--- config.mk ---
export PLATFORM = sky130hd
export DESIGN_NAME = uart_tx
export DESIGN_NICKNAME = d
export VERILOG_FILES = /design/src/rtl/lib_uart.sv /design/src/rtl/uart_baud_cnt.sv /design/src/rtl/uart_tx.sv
export SDC_FILE = /design/constraint.sdc
export NUM_CORES = 1
export LEC_CHECK = 0
export CORE_UTILIZATION = 45
export CTS_CLUSTER_DIAMETER = 40
export DETAILED_ROUTE_END_ITERATION = 8
export PLACE_DENSITY = 0.71
export SKIP_LAST_GASP = 1
export SYNTH_ARGS = -nofsm -noshare
export SYNTH_HDL_FRONTEND = slang
export SYNTH_SLANG_ARGS = --single-unit
--- constraint.sdc ---
create_clock -name clk -period 2.85 [get_ports clk]
set_clock_uncertainty 0.15 [all_clocks]
set_input_delay 0.855 -clock clk [delete_from_list [all_inputs] [get_ports clk]]
set_output_delay 0.855 -clock clk [all_outputs]
set_load 0.1 [all_outputs]
--- src/rtl/lib_uart.sv ---
// Shared UART definitions for the transmitter and the future receiver.
//   UART_TX_STATE           : transmitter frame phase
//   UART_CLK_PER_BIT_DEFAULT: clk cycles per serial bit (100 MHz / 115200)
package lib_uart;

    typedef enum logic [1:0] {
        IDLE,
        START,
        DATA,
        STOP
    } UART_TX_STATE;

    localparam int unsigned UART_CLK_PER_BIT_DEFAULT = 868;

endpackage

--- src/rtl/uart_baud_cnt.sv ---
// Bit-period counter: counts 0..CLK_PER_BIT-1 while enabled, pulses o_tick on the last count.
//   clk     : system clock
//   reset   : synchronous, active-high reset
//   i_clear : restart the bit period at 0
//   i_en    : count enable; the counter is held at 0 when low
//   o_tick  : high in the final cycle of each bit period
module uart_baud_cnt
    import lib_uart::*;
#(
    parameter int unsigned CLK_PER_BIT = UART_CLK_PER_BIT_DEFAULT
) (
    input  logic clk,
    input  logic reset,
    input  logic i_clear,
    input  logic i_en,
    output logic o_tick
);

    localparam int unsigned CNT_W = (CLK_PER_BIT < 2) ? 1 : $clog2(CLK_PER_BIT);
    localparam logic [CNT_W-1:0] CNT_LAST = CNT_W'(CLK_PER_BIT - 1);

    generate
        if (CLK_PER_BIT < 2) begin : g_bad_param
            $error("uart_baud_cnt: CLK_PER_BIT must be at least 2");
        end
    endgenerate

    logic [CNT_W-1:0] r_cnt;
    logic             w_tick;

    assign w_tick = (r_cnt == CNT_LAST);
    assign o_tick = w_tick;

    always_ff @(posedge clk) begin
        if (reset || i_clear || !i_en || w_tick) begin
            r_cnt <= '0;
        end else begin
            r_cnt <= r_cnt + 1'b1;
        end
    end

endmodule

--- src/rtl/uart_tx.sv ---
// 8N1 UART transmitter. A 0->1 edge on i_tx_req while idle captures i_tx_data and sends
// start bit, 8 data bits LSB first and a stop bit, each CLK_PER_BIT cycles long.
//   clk        : system clock
//   reset      : synchronous, active-high reset
//   i_tx_req   : request level; a rising edge requests one frame
//   i_tx_data  : byte to send, sampled when the request is accepted
//   o_tx_busy  : high while a frame is in progress
//   o_uart_txd : serial line, idle high
module uart_tx
    import lib_uart::*;
#(
    parameter int unsigned CLK_PER_BIT = UART_CLK_PER_BIT_DEFAULT
) (
    input  logic       clk,
    input  logic       reset,
    input  logic       i_tx_req,
    input  logic [7:0] i_tx_data,
    output logic       o_tx_busy,
    output logic       o_uart_txd
);

    UART_TX_STATE r_state;
    logic         r_req;
    logic [7:0]   r_shift;
    logic [2:0]   r_bit_cnt;
    logic         r_busy;
    logic         r_txd;
    logic         w_start;
    logic         w_tick;

    // Edges arriving outside IDLE are dropped; r_req still tracks them so they never fire later.
    assign w_start = i_tx_req && !r_req && (r_state == IDLE);

    uart_baud_cnt #(
        .CLK_PER_BIT (CLK_PER_BIT)
    ) u_baud_cnt (
        .clk     (clk),
        .reset   (reset),
        .i_clear (w_start),
        .i_en    (r_state != IDLE),
        .o_tick  (w_tick)
    );

    // r_txd follows the phase one cycle later, so the line falls the cycle after accept.
    always_ff @(posedge clk) begin
        if (reset) begin
            r_state   <= IDLE;
            r_req     <= 1'b1;
            r_shift   <= '0;
            r_bit_cnt <= '0;
            r_busy    <= 1'b0;
            r_txd     <= 1'b1;
        end else begin
            r_req <= i_tx_req;
            case (r_state)
                IDLE: begin
                    r_txd <= 1'b1;
                    if (w_start) begin
                        r_shift <= i_tx_data;
                        r_busy  <= 1'b1;
                        r_state <= START;
                    end
                end
                START: begin
                    r_txd <= 1'b0;
                    if (w_tick) begin
                        r_state <= DATA;
                    end
                end
                DATA: begin
                    r_txd <= r_shift[0];
                    if (w_tick) begin
                        r_shift <= r_shift >> 1;
                        if (r_bit_cnt == 3'd7) begin
                            r_bit_cnt <= '0;
                            r_state   <= STOP;
                        end else begin
                            r_bit_cnt <= r_bit_cnt + 3'd1;
                        end
                    end
                end
                STOP: begin
                    r_txd <= 1'b1;
                    if (w_tick) begin
                        r_state <= IDLE;
                        r_busy  <= 1'b0;
                    end
                end
                default: begin
                    r_state <= IDLE;
                    r_txd   <= 1'b1;
                end
            endcase
        end
    end

    assign o_tx_busy  = r_busy;
    assign o_uart_txd = r_txd;

endmodule

==> run metrics <==
Max Cap Viol 0; met1 GRT Util 0.174; CTS max path bufs 2; Slowest cell on crit path clkdlybuf4s50_1; post-layout util 0.536; final hold vios 0; Largest delay share family, worst path buffers and inverters; unrepaired setup endpoints after global routing false; die width 55.9 um; DR WL/cell 13.3 um; PnR Total Power 1.30 mW; top post-synthesis cells by area dfxtp_1 (40%), ha_1 (8.6%), mux2i_1 (6.9%); Worst Hold Class reg -> reg; R2R setup slack 0.84 ns; met2 usage 0.310; status complete, no violations; fin area 0.00148 mm2; 1st-iter DRT viols 6; Cell Area, Synth 0.00131 mm2; critical path type in -> reg; Leak 0.547 nW; Antenna Cells 0; Unique masters post-synth 39; Post-Syn Instances 137; Synth top area share 0.399; # DRC 0; Clk pin slew, worst setup/hold paths 0.14 ns; Worst-Margin Slew 0.331 ns; synth warn 0; Overall Global Routing Usage 0.170; Peak VDD IR 0.000592 V; Via Count 1016; CTS tree done; syn nets 157; initial antenna violation count 0; Die Y 55.9 um; Worst slew margin 0.778; Post-CTS Resized 0; core area 0.00276 mm2; Critical Path Fanout Max 19; hold_sp u_baud_cnt.r_cnt[0]; number of global-route vias before repair 1011; slowest stage delay, CP 0.48 ns; crit path DAT 2.17 ns; post-placement cell area 0.00144 mm2; Buffers & Inverters on Critical Path 1; Hold Path Sink u_baud_cnt.r_cnt[0]; PwrDens 879 mW/mm2; Cell Chain, Critical Path clkdlybuf4s50_1 -> nand2b_1 -> nand2_2 -> o21ai_0 -> a211oi_1; ratio of cells with drive above 1 in the final layout 0.0933; ANT nets after route 0; Crit path required time 2.94 ns; startpoint types input port; drt pass-1 iters 4; GPL Wtd Cong 0.748; worst flop-to-flop path startpoint r_state[0]; crit share post-route 0.727; hold-fix buffers at CTS 0; Root Buffer clkbuf_4; setup_tns 0 ns; effective utilization at floorplan 0.473; met3 Track Usage GR 0.0558; Routed WL 2420 um; Worst-Skew Late Latency 0.32 ns; Vias/cell 5.61; post-synthesis sequential area ratio 0.399; Synth area leader dfxtp_1; FMAX 0.483 GHz; hold depth 1; port bufs 12; first-pass GRT wire length 4170 um; I/O pin count 13; dpl hpwl 1790 um; fill count 256; clk sinks 26; Post-CTS Setup Bufs 0; setup ws final 0.778 ns; Worst R2R End r_state[0]; fin nets 171; DP Worst Slack 0.477 ns; R2R cell count 7; Mean Syn Cell Area 9.53 um2; minimum clock period 2.07 ns; H-tree levels 1; Rows 19; Synth Register Bits 26; GRT busiest layer met2; final setup fails 0; die area 0.00312 mm2; max-slew violation count 0; CP endpoint kind flip-flop; aggregate global routing overflow 0; Layout area overhead 13.3%; total CTS buffers 3; largest net degree at the start of global routing 20
==> Yosys cell counts (all sizes together) <==
master	number
nand2b	2
mux2i	9
a21boi	1
and4b	1
ha	9
a211oi	1
or2	1
a311oi	7
buf	2
nor2b	1
dfxtp	26
and3	1
and4	2
o21ai	2
a21oi	11
a21bo	1
xor2	2
xnor2	6
o211a	1
and2	2
a41o	2
nand4	2
nor4	1
inv	4
clkbuf	3
or3	2
a2bb2oi	1
o311ai	1
nor3	4
nor2	15
nand3	4
o31ai	1
nand2	9
==> cell usage in the layout, fill, tap and decap left out, drive strengths merged, types with 2 or more instances in the layout <==
cell type,netlist,final
buf,2,4
xnor2,6,6
a21oi,11,11
ha,9,9
o21ai,2,2
nand2b,2,2
clkdlybuf4s50,0,10
dfxtp,26,26
a41o,2,2
clkbuf,3,4
nand2,9,9
or3,2,2
and2,2,2
a311oi,7,7
nor2,15,15
nand4,2,2
mux2i,9,9
and4,2,2
nor3,4,4
nand3,4,4
inv,4,4
xor2,2,2
==> registers in the layout (all words and copies together) (netlist names) <==
signal	count
u_baud_cnt.r_cnt	10
r_state	2
r_bit_cnt	3
o_uart_txd	1
r_req	1
o_tx_busy	1
r_shift	8
==> final cells by class <==
type	count	area, um2	area share
Sequential cell	26	520	0.352
Tap cell	31	38.8	0.0262
Clock buffer	4	36.3	0.0245
Multi-Input combinational cell	102	738	0.499
Inverter	4	15.0	0.0102
Timing Repair Buffer	14	130	0.0880
==> metrics by stage <==
step                instances  hold WS [ns]
floorplan                 137         0.268
global placement          177         0.280
detailed placement        177         0.303
CTS                       181         0.322
global route              181         0.355
finish                    181         0.319
==> metal layers <==
layer	routed length [um]	vias up	part of all wire
met5	0	-	0
met4	39	0	0.016
met3	99	4	0.041
met2	1250	17	0.52
met1	1030	478	0.42
li1	-	517	-
==> logic make-up (layout without fill, tap and decap cells) <==
family	after synthesis	count (layout)	share of synthesized area
DFF	26	26	0.399
adders and majority gates	9	9	0.0863
muxes	9	9	0.0690
buffers and inverters	9	22	0.0355
AOI/OAI and AO/OA	29	29	0.167
and+or+nand+nor	47	47	0.190
xor gates and xnor gates	8	8	0.0537
==> worst max-delay path by stage <==
stage | start | endpoint | cells past startpoint
finish | i_tx_req | r_state[0] | 5
global placement | i_tx_req | r_state[0] | 5
global route | i_tx_req | r_state[0] | 5
detailed placement | i_tx_req | r_shift[3] | 5
floorplan | o_tx_busy | o_tx_busy | 0
CTS | i_tx_req | r_state[0] | 5
==> power by group <==
group          switching, mW  total (mW)  internal, mW
Combinational          0.382       0.610         0.227
Clock                  0.109       0.187        0.0782
Sequential            0.0517       0.504         0.452
(Power assumes the default switching activity.)
